[config.mk]
export PLATFORM = sky130hd
export DESIGN_NAME = floppy35_sd_responder
export DESIGN_NICKNAME = d
export VERILOG_FILES = /design/src/rtl/floppy35_pkg.sv /design/src/rtl/floppy35_sd_responder.sv
export SDC_FILE = /design/constraint.sdc
export NUM_CORES = 1
export LEC_CHECK = 0
export ABC_AREA = 1
export CAP_MARGIN = 5
export CELL_PAD_IN_SITES_DETAIL_PLACEMENT = 1
export CELL_PAD_IN_SITES_GLOBAL_PLACEMENT = 1
export CORE_MARGIN = 1.5
export CORE_UTILIZATION = 24
export CTS_CLUSTER_SIZE = 16
export DETAILED_ROUTE_END_ITERATION = 16
export HOLD_SLACK_MARGIN = 0.08
export PLACE_DENSITY = 0.75
export SYNTH_ARGS = -nofsm -noshare
export SYNTH_HDL_FRONTEND = slang
export SYNTH_SLANG_ARGS = --single-unit
[constraint.sdc]
create_clock -name clk -period 1.6 [get_ports clk]
set_input_delay 0.16 -clock clk [delete_from_list [all_inputs] [get_ports clk]]
set_output_delay 0.16 -clock clk [all_outputs]
set_load 0.01 [all_outputs]
[src/rtl/floppy35_pkg.sv]
// Shared floppy35 definitions: disk geometry and the SD responder state encoding.
package floppy35_pkg;

    localparam int BLOCK_BYTES        = 512;
    localparam int SECTORS_PER_TRACK  = 20;
    localparam int TRACKS_PER_SIDE    = 80;
    // Two sides of 80 tracks, 20 blocks per track.
    localparam int MAX_BLOCKS_DEFAULT = 2 * TRACKS_PER_SIDE * SECTORS_PER_TRACK;

    typedef enum logic [2:0] {
        IDLE     = 3'd0,
        RD_FETCH = 3'd1,
        RD_PUSH  = 3'd2,
        WR_ADDR  = 3'd3,
        WR_CAPT  = 3'd4,
        WR_STORE = 3'd5,
        DONE     = 3'd6
    } state_t;

endpackage

[src/rtl/floppy35_sd_responder.sv]
// Block-level SD request responder: moves one 512-byte block between the
// track buffer and an external byte-wide backing store.
//
// state    | meaning
// ---------+--------------------------------------------------------------
// IDLE     | waiting for sd_wr (preferred) or sd_rd
// RD_FETCH | fetch byte from backing store (or 0x00 when out of range)
// RD_PUSH  | one-cycle sd_buff_wr strobe of the fetched byte
// WR_ADDR  | present sd_buff_addr to the track buffer
// WR_CAPT  | capture sd_buff_din (valid one cycle after the address)
// WR_STORE | store captured byte (dropped when out of range)
// DONE     | sd_ack low for one cycle, marks completion
module floppy35_sd_responder
    import floppy35_pkg::*;
#(
    parameter int MAX_BLOCKS = MAX_BLOCKS_DEFAULT,
    parameter int MEM_AW     = 21
) (
    input  logic              clk,
    input  logic              reset_n,
    input  logic [31:0]       sd_lba,
    input  logic              sd_rd,
    input  logic              sd_wr,
    output logic              sd_ack,
    output logic [8:0]        sd_buff_addr,
    output logic [7:0]        sd_buff_dout,
    output logic              sd_buff_wr,
    input  logic [7:0]        sd_buff_din,
    input  logic [11:0]       img_blocks,
    output logic [MEM_AW-1:0] mem_addr,
    output logic              mem_rd,
    output logic              mem_wr,
    output logic [7:0]        mem_din,
    input  logic [7:0]        mem_dout,
    input  logic              mem_ready,
    output logic              busy
);

    localparam logic [8:0] LAST_INDEX = 9'(BLOCK_BYTES - 1);

    state_t            state, state_next;
    logic [8:0]        index, index_next;
    logic [MEM_AW-10:0] lba_q, lba_next;
    logic              oor, oor_next;
    logic [7:0]        data_q, data_next;

    // State and datapath registers; reset aborts any transfer in progress.
    always_ff @(posedge clk) begin
        if (!reset_n) begin
            state  <= IDLE;
            index  <= '0;
            lba_q  <= '0;
            oor    <= 1'b0;
            data_q <= '0;
        end else begin
            state  <= state_next;
            index  <= index_next;
            lba_q  <= lba_next;
            oor    <= oor_next;
            data_q <= data_next;
        end
    end

    // Next-state and strobe decode. The range check uses the full 32-bit lba
    // at acceptance; only the low bits are kept for addressing afterwards.
    always_comb begin
        state_next = state;
        index_next = index;
        lba_next   = lba_q;
        oor_next   = oor;
        data_next  = data_q;
        mem_rd     = 1'b0;
        mem_wr     = 1'b0;
        sd_buff_wr = 1'b0;
        case (state)
            IDLE: begin
                if (sd_wr || sd_rd) begin
                    lba_next   = sd_lba[MEM_AW-10:0];
                    oor_next   = (sd_lba >= {20'd0, img_blocks}) ||
                                 (sd_lba >= 32'(MAX_BLOCKS));
                    index_next = '0;
                    state_next = sd_wr ? WR_ADDR : RD_FETCH;
                end
            end
            RD_FETCH: begin
                if (oor) begin
                    data_next  = 8'h00;
                    state_next = RD_PUSH;
                end else begin
                    mem_rd = 1'b1;
                    if (mem_ready) begin
                        data_next  = mem_dout;
                        state_next = RD_PUSH;
                    end
                end
            end
            RD_PUSH: begin
                sd_buff_wr = 1'b1;
                if (index == LAST_INDEX) begin
                    state_next = DONE;
                end else begin
                    index_next = index + 9'd1;
                    state_next = RD_FETCH;
                end
            end
            WR_ADDR: state_next = WR_CAPT;
            WR_CAPT: begin
                data_next  = sd_buff_din;
                state_next = WR_STORE;
            end
            WR_STORE: begin
                mem_wr = !oor;
                if (oor || mem_ready) begin
                    if (index == LAST_INDEX) begin
                        state_next = DONE;
                    end else begin
                        index_next = index + 9'd1;
                        state_next = WR_ADDR;
                    end
                end
            end
            DONE:    state_next = IDLE;
            default: state_next = IDLE;
        endcase
    end

    assign sd_ack       = (state != IDLE) && (state != DONE);
    assign busy         = (state != IDLE);
    assign sd_buff_addr = index;
    assign sd_buff_dout = data_q;
    assign mem_addr     = {lba_q, index};
    assign mem_din      = data_q;

endmodule

Word-level counts from Yosys, hierarchy flattened:

Cells that the tools add are included.

* register bits after elaboration: 33
* word-level logic and storage cells: 50

* add/subtract/negate cells: 1
* magnitude comparators: 2
* equal/unequal tests: 10
* multiplexer cells: 19
* reduce and logical (&&, ||, !) cells: 13

Operators with widths (number)
* 32-bit by 12-bit greater-or-equal comparator with 1-bit output: 1
* 32-bit by 12-bit greater-or-equal comparator with 1-bit output, second input constant: 1
* 9-bit 2-to-1 mux: 3
* 9-bit one-hot mux with 3 select lines: 1
* 3-bit 2-to-1 mux: 6
* 3-bit one-hot mux with 6 select lines: 1
* 8-bit 2-to-1 mux: 2
* 8-bit one-hot mux with 2 select lines: 1
* 9-bit by 1-bit adder with 9-bit output, second input constant: 1
* 9-bit == test, second input constant: 1
* 3-bit by 2-bit == test with 1-bit output, second input constant: 2
* 3-bit == test, second input constant: 2
* 3-bit != test, second input constant: 2
* 3-bit AND reduction: 2
* 3-bit nonzero test: 2
* 1-bit 2-to-1 mux: 4
* 2-bit != test, second input constant: 2
* 2-bit AND reduction: 2
* 3-bit by 1-bit == test with 1-bit output, second input constant: 1
* 3-bit logical NOT: 1
* 1-bit logical OR: 3
* 2-bit 2-to-1 mux: 1
* 2-bit nonzero test: 1
* 1-bit logical AND: 1
* 1-bit logical NOT: 1

Logic depth before layout (Yosys ltp):

Gate-level depths: netlist (run 1).

* word-level depth: 4
* mapped depth: 11
* depth with buffers taken out: 11

Worst setup path before layout (run 1):

No wires, ideal clock.

* kind: reg-to-reg
* start: register index[0], in the netlist sd_buff_addr[0]
* end: register index[3], in the netlist sd_buff_addr[3]
* data arrival time: 1.691 ns
* data required time: 1.485 ns
* setup slack: -0.206 ns
* stages on the path, launching flop included: 11
* buffers on the path: 1
* cells stage by stage: dfxtp_1 -> ha_1 -> nand2_1 -> nor4_1 -> ha_1 -> inv_1 -> o21ai_1 -> nor2_2 -> buf_6 -> a21oi_1 -> nor2_1

* longest elaborated chain between the ends: 4
* elaborated cells on any way between the ends: 5

RTL lines
* start: declaration: RTL line floppy35_sd_responder.sv:42 `logic [8:0] index, index_next;`
* start signal: assignment: RTL line floppy35_sd_responder.sv:57 `index <= index_next;`
* 9-bit by 1-bit adder with 9-bit output or 9-bit == test (tied branches)
* 9-bit 2-to-1 mux *: RTL line floppy35_sd_responder.sv:99, floppy35_sd_responder.sv:114
* 9-bit 2-to-1 mux: RTL line floppy35_sd_responder.sv:113 `if (oor || mem_ready) begin`
* 9-bit one-hot mux with 3 select lines *: RTL line floppy35_sd_responder.sv:75 `case (state)`

Mark *: on every way between the ends. The rest lies on a longest branch, timed or not. The select of a mux whose other input is x is not followed.
A chain may end at the register's enable or synchronous reset.

Final worst setup path (run 1):

* start: register index[0], in the netlist sd_buff_addr[0]
* end: register index[6], in the netlist sd_buff_addr[6]

The elaborated chain is that of the path after synthesis.

==> results.json, run 1 <==
{
  "ys.warnings.count": 0,
  "cap_violations": 0,
  "cp.required_ps": 1820,
  "wl_microns": 8105,
  "worst_setup_path_start_kind": "flop",
  "post-route-drc-count": 0,
  "ant_nets": 0,
  "grt_max_degree": 17,
  "row_count": 34,
  "cts_tree": "built",
  "power_mw": 4.468,
  "cts_buffer_depth": 2,
  "async_reset_ff_share_pct": 0,
  "end_kind": "flop",
  "fin_util_pct": 42.53,
  "power_density_mw_per_mm2": 1187,
  "grt_usage_pct": 16.03,
  "synth.area.top_cells": "dfxtp_1 30%, nor2_1 10%, nand2_1 8.1%, ha_1 7.9%, inv_1 7.3%",
  "power_frac_seq_pct": 27.4,
  "finalMaxSlewViolations": 0,
  "clockPowerShare_pct": 18.9,
  "crit_path_top_delay_cell": "dfxtp_4",
  "grt_antenna_before_repair": 0,
  "drt_iter0_drc": 72,
  "max_freq_mhz": 624.2,
  "post_dp_cell_area_sq_mm": 0.003513,
  "nets": 531,
  "worstPathMaxFanout": 6,
  "synth_most_common_cell": "nor2_1",
  "area_growth_pct": 69.18,
  "ctsRootBufferMaster": "clkbuf_8",
  "dpl.hpwl_microns": 6279,
  "grt_pass1_wl_microns": 12830,
  "post_drt_wl_per_cell_microns": 14.45,
  "drive_gt1_share_pct": 18.10,
  "synth_enable_flop_cells": 0,
  "core_sq_mm": 0.008848,
  "syn_inst": 328,
  "tightest_slew_ps": 369.2,
  "switching_share_pct": 39.31,
  "holdWs_ps": 476.4,
  "p_int_mw": 2.711,
  "switching_power_mw": 1.757,
  "relSlewSlack_pct": 75.19,
  "die_height_microns": 99.28,
  "setup_slack_ps": -1.977,
  "crit_type": "flop to flop",
  "ys_types": 31,
  "p_comb_share_pct": 53.7,
  "setup_viol": 1,
  "htreeDepth": 2,
  "first_pass_iters": 4,
  "pre_cts_ws_ps": -191.3,
  "grt_pass1_vias": 2643,
  "finalHoldViolCount": 0,
  "violations": "negative setup slack",
  "synth_ff_type": "dfxtp_1",
  "min_period_ps": 1602,
  "fin_area_sq_mm": 0.003764,
  "cts_sinks": 33,
  "synthesis.nets": 407,
  "ys_seq_area_share_pct": 29.70,
  "grt_setup_unrepaired": "yes",
  "crit_family": "simple AND/OR/NAND/NOR gates",
  "cts_buffers": 5,
  "finalCritPeriodShare_pct": 100.1,
  "gp_congestion": 0.8463,
  "path_cells": "ha_4 -> nand2_4 -> nor4_4 -> ha_2 -> inv_2 -> o21ai_4 -> nor2_4 -> nand3_1 -> nand2_1 -> nor2_1",
  "clk_pin_slew_ps": 80,
  "outcome": "finished with violations",
  "antenna_cells": 0,
  "p_leak_nw": 1.684,
  "io_pins": 116,
  "routed-via-count": 2609,
  "cpPeakStageDelay_ps": 370,
  "start_util_pct": 25.14,
  "clk-insertion-delay-late_ps": 280,
  "via_per_inst": 4.651,
  "die_w_microns": 99.28,
  "hold_class": "input port to flop",
  "synthTopCellsByCount": "60 x nor2_1, 48 x nand2_1, 43 x inv_1",
  "clock_skew_ps": 4.080,
  "netlist_area_sq_mm": 0.002225,
  "synth_top_area_share_pct": 29.70,
  "syn-mean-instance-area_sq_um": 6.782,
  "io_buffers": 115,
  "die_area_sq_mm": 0.009856,
  "arrival_ps": 1820,
  "synth.largest_area_cell": "dfxtp_1",
  "grt.overflow.total": 0,
  "cp.buffers_inverters": 1,
  "max-vdd-ir-drop_mv": 0.5060,
  "fill_cells": 1109,
  "ys_ff_latch": 33
}
[placed cells by master, fill, tap and decap left out, types with 2 or more instances in the layout]
cell	n
and2_1	3
nand2_4	6
nand3_2	3
o21ai_2	2
a21oi_1	9
ha_1	12
nor3_1	4
buf_4	23
dfxtp_4	3
nand2_2	2
clkdlybuf4s50_1	111
nor3_2	2
buf_6	2
nand2_1	45
dlygate4sd2_1	4
inv_1	41
nand3_1	26
nand4_1	3
nor2_4	3
nor2_1	56
o21ai_0	17
dfxtp_1	25
nor2_2	5
inv_2	4
o21ai_1	4
a31oi_1	8
a21oi_2	8
clkbuf_8	6
dfxtp_2	5
[state kept, by name, indices dropped and copies added, names as in the netlist]
| name | count |
|---|---|
| lba_q | 12 |
| mem_din | 8 |
| state | 3 |
| oor | 1 |
| sd_buff_addr | 9 |
[metal layers]
layer	routed length (microns)	GRT usage [%]	vias to the layer above	part of all wire (%)
met5	0	0	-	0
met4	63	3.359	0	0.78
met3	385	3.162	4	4.8
met2	4323	30.61	75	53
met1	3332	18.38	1241	41
li1	-	-	1289	-
[cell families (layout without fill, tap and decap cells)]
group | count (synthesis) | count (layout) | synth area share (%)
buf+inv | 70 | 194 | 16.25
flops | 33 | 33 | 29.70
simple gates | 158 | 159 | 32.11
xor+xnor | 1 | 1 | 0.3938
compound gates | 52 | 52 | 13.67
fa+ha+maj | 14 | 14 | 7.874
[power by group through the flow]
stage               clock network, mW  logic, mW  registers [mW]
CTS                             0.872       2.29            1.23
global route                    0.918       2.60            1.26
floorplan                           0       1.15            1.31
global placement                    0       2.17            1.22
detailed placement                  0       2.23            1.23
finish                          0.844       2.40            1.23
[worst paths after layout]
kind	from	cells after the start	to	slack (ps)
min reg2reg	lba_q[11]	2	lba_q[11]	520
max reg2reg	sd_buff_addr[0]	10	sd_buff_addr[6]	-2
max	sd_buff_addr[0]	10	sd_buff_addr[6]	-2
min	mem_dout[1]	3	mem_din[1]	480
[worst reg2reg max path, cell delays in order (launching register included)]
cell and delay (ps):
dfxtp_4 370, ha_4 150, nand2_4 60, nor4_4 130, ha_2 220, inv_2 60
o21ai_4 190, nor2_4 100, nand3_1 90, nand2_1 60, nor2_1 110
[what timing repair did]
item	CTS	global route
setup endpoints to repair	15	19
gates resized for setup	13	18
hold buffers	0	0
buffers inserted	3	1
pin swaps	3	7
gates cloned	0	2
[final cells by class]
type | count | area, sq um | share of cell area, %
clock buffers | 6 | 82.58 | 2.194
repair buffers | 141 | 1346 | 35.77
flip-flops and latches | 33 | 678.2 | 18.02
clock inverters | 2 | 36.28 | 0.9641
inverters | 45 | 168.9 | 4.488
multi-input cells | 226 | 1316 | 34.97
well taps | 108 | 135.1 | 3.590
[through the flow]
stage          TNS (ps)  cells
2_1_floorplan         0    328
3_3_place_gp     -464.3    547
3_5_place_dp      -1271    547
4_1_cts          -56.16    558
5_1_grt          -509.6    561
6_report         -1.977    561
Power figures use the tool's default switching activity.
==> inputs of run 2 (changes only) <==
--- a/config.mk
+++ b/config.mk
@@ -6,6 +6,7 @@
 export NUM_CORES = 1
 export LEC_CHECK = 0
 export ABC_AREA = 1
+export ABC_CLOCK_PERIOD_IN_PS = 1600
 export CAP_MARGIN = 5
 export CELL_PAD_IN_SITES_DETAIL_PLACEMENT = 1
 export CELL_PAD_IN_SITES_GLOBAL_PLACEMENT = 1
==> results of run 2 <==
Final layout, timing and power as in run 1 (identical DEF).
